[config.mk]
export PLATFORM = sky130hd
export DESIGN_NAME = dzielnik
export DESIGN_NICKNAME = d
export VERILOG_FILES = /design/src/rtl/dzielnik_pkg.sv /design/src/rtl/dzielnik_sync.sv /design/src/rtl/dzielnik.sv
export SDC_FILE = /design/constraint.sdc
export NUM_CORES = 1
export LEC_CHECK = 0
export BUFFER_PORTS_ARGS = -buffer_cell sky130_fd_sc_hd__clkbuf_2
export CORE_MARGIN = 2
export CORE_UTILIZATION = 61
export DETAILED_ROUTE_END_ITERATION = 6
export PLACE_DENSITY = 0.85
export SETUP_SLACK_MARGIN = 0.15
export SLEW_MARGIN = 40
export SYNTH_ARGS = -nofsm -noshare
export SYNTH_HDL_FRONTEND = slang
export SYNTH_SLANG_ARGS = --single-unit
export TNS_END_PERCENT = 50
[constraint.sdc]
create_clock -name clk_i -period 3.4 [get_ports clk_i]
set_clock_uncertainty 0.2 [all_clocks]
set_input_delay 0.17 -clock clk_i [delete_from_list [all_inputs] [get_ports clk_i]]
set_output_delay 0.17 -clock clk_i [all_outputs]
set_load 0.02 [all_outputs]
[src/rtl/dzielnik_pkg.sv]
// Shared constants and elaboration helpers for the dzielnik clock divider.
package dzielnik_pkg;

    localparam int DEF_CLK_FREQ_HZ = 50_000_000;
    localparam int DEF_TEST_DIV    = 10;

    // Half output period in input clock cycles.
    function automatic int half_period(input int clk_hz, input int out_hz);
        return clk_hz / (2 * out_hz);
    endfunction

    // Counter width able to hold max(a,b)-1, never narrower than one bit.
    function automatic int cnt_width(input int a, input int b);
        int m;
        int w;
        m = (a > b) ? a : b;
        w = $clog2(m);
        return (w < 1) ? 1 : w;
    endfunction

endpackage

[src/rtl/dzielnik_sync.sv]
// N-stage level synchronizer with synchronous active-low reset.
module dzielnik_sync #(
    parameter int STAGES = 2
) (
    input  logic i_clk,
    input  logic i_rst_n,
    input  logic i_d,
    output logic o_q
);

    logic [STAGES-1:0] r_sync;

    // Shift the asynchronous level through the flop chain; reset clears every stage.
    always_ff @(posedge i_clk) begin
        if (!i_rst_n) begin
            r_sync <= '0;
        end else begin
            r_sync <= {r_sync[STAGES-2:0], i_d};
        end
    end

    assign o_q = r_sync[STAGES-1];

endmodule

[src/rtl/dzielnik.sv]
// Clock divider: 50% duty square wave, 1 Hz normally, fast rate in test mode.
// div_clk is registered and meant to be edge-detected in the clk_i domain.
module dzielnik
    import dzielnik_pkg::*;
#(
    parameter int CLK_FREQ_HZ = DEF_CLK_FREQ_HZ,
    parameter int OUT_FREQ_HZ = 1,
    parameter int TEST_DIV    = DEF_TEST_DIV,
    parameter int SYNC_STAGES = 2
) (
    input  logic clk_i,
    input  logic rst_i,
    input  logic button_test_i,
    output logic div_clk
);

    localparam int NORM_HALF = half_period(CLK_FREQ_HZ, OUT_FREQ_HZ);
    localparam int TEST_HALF = TEST_DIV / 2;
    localparam int CW        = cnt_width(NORM_HALF, TEST_HALF);

    localparam logic [CW-1:0] NORM_LAST = CW'(NORM_HALF - 1);
    localparam logic [CW-1:0] TEST_LAST = CW'(TEST_HALF - 1);

    if (NORM_HALF < 1 || (TEST_DIV % 2) != 0 || TEST_DIV < 2 || SYNC_STAGES < 2) begin : g_bad_params
        $error("dzielnik: invalid parameters (NORM_HALF<1, TEST_DIV odd/<2 or SYNC_STAGES<2)");
    end

    logic          w_test_mode;
    logic [CW-1:0] w_last;
    logic [CW-1:0] r_cnt;
    logic          r_mode;
    logic          r_div;

    dzielnik_sync #(
        .STAGES (SYNC_STAGES)
    ) u_sync (
        .i_clk   (clk_i),
        .i_rst_n (rst_i),
        .i_d     (button_test_i),
        .o_q     (w_test_mode)
    );

    assign w_last = w_test_mode ? TEST_LAST : NORM_LAST;

    // Count half periods and toggle; a mode flip restarts the count with the level held
    // so the first phase in the new mode is a full half period.
    always_ff @(posedge clk_i) begin
        if (!rst_i) begin
            r_cnt  <= '0;
            r_div  <= 1'b0;
            r_mode <= 1'b0;
        end else if (w_test_mode != r_mode) begin
            r_mode <= w_test_mode;
            r_cnt  <= '0;
        end else if (r_cnt >= w_last) begin
            r_cnt  <= '0;
            r_div  <= ~r_div;
        end else begin
            r_cnt  <= r_cnt + CW'(1);
        end
    end

    assign div_clk = r_div;

endmodule

==> flow_metrics.py, run 1 <==
metrics = {
    "run_status": {
        "status": "finished, final reports clean",
    },
    "worst_setup_path": {
        "r2r_start": "u_sync.r_sync[1]",
        "required_ns": 3.45,
        "ff2ff_setup_slack_ns": 0.59,
        "startpoint_type": "register",
        "critical_path.startpoint": "u_sync.r_sync[1]",
        "worstSetupEndpoint": "r_cnt[7]",
        "critical_path_peak_fanout": 25,
        "critical_path_arrival_ns": 2.86,
        "r2r_path_end": "r_cnt[7]",
        "worst_setup_path_end_kind": "register",
        "worstSetupPathType": "reg2reg",
        "r2r_cells": 6,
    },
    "floorplanning": {
        "core_region_area_um2": 2500,
        "die-height_um": 55.62,
        "effective_utilization_at_floorplan_pct": 65.02,
        "rows": 18,
        "die_width_um": 55.62,
        "fp.dieArea_um2": 3094,
        "floorplan.io_pins": 4,
    },
    "yosys": {
        "synthMostInstantiatedCell": "dfxtp_1",
        "synth.mux.area_fraction_pct": 0,
        "predominant_post_synthesis_flop_cell": "dfxtp_1",
        "post_synthesis_mean_instance_area_um2": 9.395,
        "synthDistinctLibCells": 34,
        "synth_xor_xnor_area_share_pct": 12.93,
        "yosysSeqAreaShare_pct": 35.72,
        "synthSimpleGateAreaFrac_pct": 26.71,
        "mappedNetlistNets": 193,
        "mapped_cells": 173,
        "yosys.area_share.adder_pct": 13.09,
        "synth_top_family_by_area": "simple AND/OR/NAND/NOR gates",
        "synth_seq_cells": 29,
        "synth.cells.most_frequent": "29 x dfxtp_1, 28 x nor2_1, 17 x ha_1, 17 x xor2_1, 9 x nand3_1",
        "synth.top_cell.area_share_pct": 35.72,
        "mappedNetlistArea_um2": 1625,
        "synth_area_leaders": "dfxtp_1 36%, ha_1 13%, xor2_1 9.2%",
        "number_of_enable_type_register_cells_in_the_synthesized_netlist": 0,
        "asyncSetResetFlopFracSynth_pct": 0,
        "yosysWarningCount": 0,
        "synth-compound-area-share_pct": 9.007,
        "synth_top_area_cell": "dfxtp_1",
    },
    "grt": {
        "gr-usage-met1_pct": 24.63,
        "grt_remaining_overflow": 0,
        "initial_antenna_violation_count": 0,
        "pin_count_of_the_biggest_net_entering_global_routing": 26,
        "global_route.usage.total_pct": 21.82,
        "grt_pass1_wl_um": 5257,
        "grt.met3_usage_pct": 7.209,
        "grt_use_met2_pct": 37.07,
        "top_usage_layer": "met2",
        "vias_in_the_first_global_route": 1213,
    },
    "power": {
        "power_density_nw_per_um2": 339.4,
        "total_leakage_power_nw": 0.7478,
        "power.ir.vdd_worst_mv": 0.4069,
        "report.power.total_uw": 590.7,
    },
    "timing": {
        "hold_ws_ns": 0.2480,
        "worst_slack_ns": 0.5920,
        "final_min_period_over_clock_period_pct": 82.59,
        "final-setup-viol-count": 0,
        "grt_setup_unrepaired": "no",
        "finalHoldViolations": 0,
        "min_period_ns": 2.808,
        "normalized_max_slew_margin_pct": 54.61,
        "least_margin_pin_slew_ns": 0.6806,
        "fmax_achieved_ghz": 0.3561,
        "fin_tns_setup_ns": 0,
        "report.final.slew_viol_count": 0,
    },
    "hold_path": {
        "path_class_of_the_lowest_slack_min_delay_path": "reg2reg",
        "timing.hold.worst.start": "u_sync.r_sync[0]",
    },
    "clocking": {
        "clk_path_buf_depth": 2,
        "postCtsSetupBuffers": 0,
        "cts_root_buffer": "clkbuf_4",
        "clock_tree.htree_level_count": 2,
        "tritoncts_num_sinks": 29,
        "clock_tree_from_tritoncts": "done",
        "clk_pin_slew_worst_paths_ns": 0.08,
        "clock_buffers_created_by_tritoncts": 5,
        "worstSkewPairLatency_ns": 0.32,
    },
    "drt": {
        "route.vias.total": 1249,
        "pre_repair_dr_iteration_count": 4,
        "wirelength_um": 2968,
        "wl_per_cell_um": 13.87,
        "detail-route-antenna-nets": 0,
        "drc": 0,
        "via_per_inst": 5.836,
        "initialDrtViolationCount": 40,
    },
    "place": {
        "place_worst_setup_slack_ns": 0.6128,
        "finalWeightedCongestion": 0.8005,
        "dp_hpwl_um": 2169,
        "dpl_cell_area_um2": 1655,
        "portBuffers": 3,
    },
    "finish": {
        "flow.area_growth_from_synthesis_pct": 7.082,
        "antenna_cells_inserted": 0,
        "final_area_um2": 1740,
        "multi_input_gate_area_in_the_final_layout_um2": 1003,
        "final_nets": 204,
        "post_route_cells_drive_above_1_share_pct": 8.152,
        "layout.area.seq_um2": 580.6,
        "fillCellCount": 182,
    },
    "run": {
        "max_cap_violations": 0,
    },
}
## what timing repair did
item                      4_1_cts  5_1_grt
hold buffers                    3        0
resized for setup               0        0
hold endpoints to repair        3        0
## critical path, cell delays in order (launching register included)
cell and delay, ns:
dfxtp_1 0.74, ha_1 0.37, a211o_1 0.26, a21o_1 0.17, o21ai_1 0.31, o2111ai_4 0.43, nor2_1 0.24
## sequential cells by signal, summed over array words and instances, names as in the netlist
signal	flops
u_sync.r_sync	2
r_cnt	25
r_mode	1
div_clk	1
## worst min path at each step
stage / to / slack (ns) / depth (start not counted)
2_1_floorplan: u_sync.r_sync[0] / 0.09 / 1
3_3_place_gp: u_sync.r_sync[0] / 0.18 / 2
3_5_place_dp: u_sync.r_sync[0] / 0.19 / 2
4_1_cts: u_sync.r_sync[1] / 0.25 / 1
5_1_grt: u_sync.r_sync[1] / 0.29 / 1
6_report: u_sync.r_sync[1] / 0.25 / 1
## metrics by stage
step	instances	utilization, %
floorplan	173	-
global placement	204	66.22
detailed placement	204	66.22
CTS	214	69.62
global route	214	69.62
finish	214	69.62
## logic make-up after synthesis
| logic type | after synthesis |
|---|---|
| flip-flops | 29 |
| adder cells (fa/ha/maj) | 17 |
| buffers and inverters | 7 |
| AND/OR/NAND/NOR | 78 |
| AO/OA/AOI/OAI | 18 |
| XOR/XNOR | 24 |
## cells in the final DEF, fill, tap and decap left out, drive strengths merged, types with 2 or more instances in the layout
cell         instances
nand3                9
nand2                8
inv                  5
a21oi                7
nand4                9
clkbuf              10
xor2                17
and2                 5
nor4                 3
and3                 4
a211o                2
xnor2                7
dlygate4sd3          3
nand4b               4
and4                 2
nor3                 2
ha                  17
dfxtp               29
nor2                28
o21a                 2
## report_power, final
part / internal [mW] / switching (mW) / total, mW
Combinational: 0.0140 / 0.0183 / 0.0323
Sequential: 0.344 / 0.00764 / 0.351
Clock: 0.0974 / 0.110 / 0.207
## per-layer routing
layer  up-vias  share of wire [%]
met1       574                 45
met5         -                  0
met4         0                1.9
li1        644                  -
met2        26                 49
met3         5                4.2
## cell type report
| class | count | area share [%] |
|---|---|---|
| clock buffer | 7 | 3.163 |
| inverter | 5 | 1.078 |
| tap | 30 | 2.157 |
| timing repair buffer | 6 | 2.588 |
| sequential | 29 | 33.36 |
| multi-input combinational | 137 | 57.66 |
Power figures use the tool's default switching activity.
==> inputs of run 2 (changes only) <==
Settings changed: ABC_AREA set to 1, CORE_UTILIZATION 61 to 56, PLACE_DENSITY 0.85 to 0.82.
Clock period 3.4 ns to 2.4 ns, I/O delays scaled along.
==> run 2 against run 1 <==
Register-to-register slack worse by 0.26 ns. Critical path depth up 4. Via count is 46% higher. Synthesized cell count rose by 67%. Largest cell class unchanged. Largest power group unchanged.
==> flow_metrics.py, run 2 <==
metrics = {
    "place": {
        "finalWeightedCongestion": 0.8727,
        "portBuffers": 3,
        "dp_hpwl_um": 3232,
        "number_of_instances_in_the_placed_design": 338,
        "dpl_cell_area_um2": 2036,
    },
    "power": {
        "report.power.total_uw": 985.0,
        "power_density_nw_per_um2": 445.8,
        "total_leakage_power_nw": 0.8999,
        "total_switching_power_uw": 219.4,
        "cellInternalPower_uw": 765.6,
        "power.share.switching_pct": 22.27,
        "power.ir.vdd_worst_mv": 0.3944,
        "sequentialPowerShare_pct": 50.0,
        "share_clk_of_total_power_pct": 43.0,
        "combinationalPowerShare_pct": 7.0,
    },
    "worst_setup_path": {
        "cp_cell_sequence": "clkbuf_16, ha_1, nand2_1, nand2_1, a21oi_1, a21oi_1, nor2_4, nand4_4, buf_12, a21oi_1",
        "worst_setup_path_end_kind": "register",
        "cp_slowest_stage_delay_ns": 0.35,
        "critical_path_arrival_ns": 2.14,
        "critPathMostFrequentCell": "a21oi_1",
        "worstSetupPathType": "reg2reg",
        "required_ns": 2.47,
        "startpoint_type": "register",
        "critPathSlowestCell": "dfxtp_2",
        "critical_path_peak_fanout": 25,
    },
    "drt": {
        "drc": 0,
        "route.vias.total": 1823,
        "wl_per_cell_um": 12.67,
        "initialDrtViolationCount": 70,
        "wirelength_um": 4446,
        "pre_repair_dr_iteration_count": 4,
        "via_per_inst": 5.194,
        "detail-route-antenna-nets": 0,
    },
    "yosys": {
        "synth_top_area_cell": "dfxtp_1",
        "synth.top_cell.area_share_pct": 29.52,
        "yosysSeqAreaShare_pct": 29.52,
        "asyncSetResetFlopFracSynth_pct": 0,
        "synthMostInstantiatedCell": "nand2_1",
        "predominant_post_synthesis_flop_cell": "dfxtp_1",
        "synth_seq_cells": 29,
        "mappedNetlistArea_um2": 1967,
        "mapped_cells": 289,
        "synthDistinctLibCells": 27,
        "yosysWarningCount": 0,
        "synth_area_leaders": "dfxtp_1 30%, nand2_1 15%, ha_1 11%",
        "post_synthesis_mean_instance_area_um2": 6.806,
        "synth.cells.most_frequent": "79 x nand2_1, 38 x nor2_1, 33 x inv_1",
        "mappedNetlistNets": 309,
        "number_of_enable_type_register_cells_in_the_synthesized_netlist": 0,
    },
    "clocking": {
        "clock_tree_from_tritoncts": "done",
        "cts_root_buffer": "clkbuf_4",
        "worstSkewPairLatency_ns": 0.34,
        "clk_pin_slew_worst_paths_ns": 0.09,
        "clock_buffers_created_by_tritoncts": 5,
        "clock_tree.htree_level_count": 2,
        "tritoncts_num_sinks": 29,
        "clk_path_buf_depth": 2,
    },
    "grt": {
        "global_route.usage.total_pct": 25.08,
        "top_usage_layer": "met2",
        "grt_remaining_overflow": 0,
        "vias_in_the_first_global_route": 1752,
        "grt_use_met2_pct": 40.16,
        "grt_pass1_wl_um": 7762,
        "initial_antenna_violation_count": 0,
        "pin_count_of_the_biggest_net_entering_global_routing": 26,
        "gr-usage-met1_pct": 30.78,
        "grt.met3_usage_pct": 5.893,
    },
    "finish": {
        "layout_commonest_cell": "nand2_1",
        "max_flop_register": "r_cnt",
        "final_area_um2": 2210,
        "commonest_non_fill_non_tap_cells_in_the_layout": "79 x nand2_1, 38 x nor2_1, 33 x inv_1",
        "reg_top3": "r_cnt: 25 flops, u_sync.r_sync: 2 flops",
        "final-instance-count-excl-fill": 351,
        "post_route_cells_drive_above_1_share_pct": 12.46,
        "flow.area_growth_from_synthesis_pct": 12.34,
        "antenna_cells_inserted": 0,
        "final_nets": 324,
        "largest_reg_flops": 25,
    },
    "floorplanning": {
        "floorplan.io_pins": 4,
        "die_width_um": 63.27,
        "core_region_area_um2": 3363,
        "die-height_um": 63.27,
        "fp.dieArea_um2": 4002,
        "effective_utilization_at_floorplan_pct": 58.48,
        "rows": 21,
    },
    "timing": {
        "grt_setup_unrepaired": "no",
        "least_margin_pin_slew_ns": 0.3332,
        "fin_tns_setup_ns": 0,
        "finalHoldViolations": 0,
        "report.final.slew_viol_count": 0,
        "final_min_period_over_clock_period_pct": 86.37,
        "normalized_max_slew_margin_pct": 77.61,
        "min_period_ns": 2.073,
        "final-setup-viol-count": 0,
        "fmax_achieved_ghz": 0.4824,
    },
    "hold_path": {
        "path_class_of_the_lowest_slack_min_delay_path": "reg2reg",
    },
    "run_status": {
        "status": "finished, final reports clean",
    },
    "run": {
        "max_cap_violations": 0,
    },
}
run 2: cell types whose count changed in the layout (fill, tap and decap cells not counted), moves of 8 or more:
cell	previous run	this run
xor2_1	17	9
nand2_1	8	79
inv_1	5	33
nor2_1	28	38
nor3_1	2	14
run 2: final cells by class:
class,count,area [um2]
flip-flops and latches,29,581.8
multi-input cells,220,1226
well taps,46,57.56
fillers,301,1154
repair buffers,11,120.1
clock inverters,1,30.03
clock buffers,7,55.05
inverters,37,138.9
run 2: what timing repair did:
item	4_1_cts	5_1_grt
hold buffers	3	0
setup buffers	0	1
gates resized for setup	0	7
endpoints found under the setup margin	0	26
endpoints found under the hold margin	4	0
run 2: cells by family after synthesis:
group / count (synthesis) / share of synthesized area (%)
simple gates: 168 / 38.74
buf+inv: 40 / 8.397
flops: 29 / 29.52
compound gates: 24 / 7.633
fa+ha+maj: 17 / 10.81
xor+xnor: 11 / 4.899
run 2: stage by stage:
stage	setup WS, ns	hold WS [ns]	util (%)
4_1_cts	0.2126	0.2436	63.95
3_5_place_dp	0.2367	0.1216	60.53
5_1_grt	0.1551	0.2485	65.70
3_3_place_gp	0.2806	0.1035	60.53
6_report	0.3271	0.2345	65.70
2_1_floorplan	0.2917	0.01345	-
run 2: per-layer routing:
metal  routed length [um]  up-vias
li1                     -      961
met1                 1938      792
met2                 2047       51
met3                  271       19
met4                  189        0
met5                    0        -
run 2: worst paths after layout:
| check | cells past startpoint | slack, ns | endpoint | startpoint |
|---|---|---|---|---|
| worst max-delay path | 10 | 0.33 | r_cnt[23] | u_sync.r_sync[1] |
| worst min-delay path | 2 | 0.23 | u_sync.r_sync[1] | u_sync.r_sync[0] |
| worst max register to register | 10 | 0.33 | r_cnt[23] | u_sync.r_sync[1] |
| worst min register to register | 2 | 0.23 | u_sync.r_sync[1] | u_sync.r_sync[0] |
run 2: critical path, delay by kind of cell, from the launching register on:
family	cells	cell delay (ns)
compound gates	3	0.42
simple gates	4	0.36
flops	1	0.35
buf+inv	2	0.34
fa+ha+maj	1	0.31
run 2: power groups by stage:
stage                     sequential [mW]  combinational (mW)  clock [mW]
final                               0.493              0.0687       0.423
after detailed placement            0.503              0.0553           0
after CTS                           0.492              0.0598       0.435
after floorplan                     0.504              0.0431           0
after global placement              0.503              0.0529           0
after global routing                0.494              0.0757       0.462
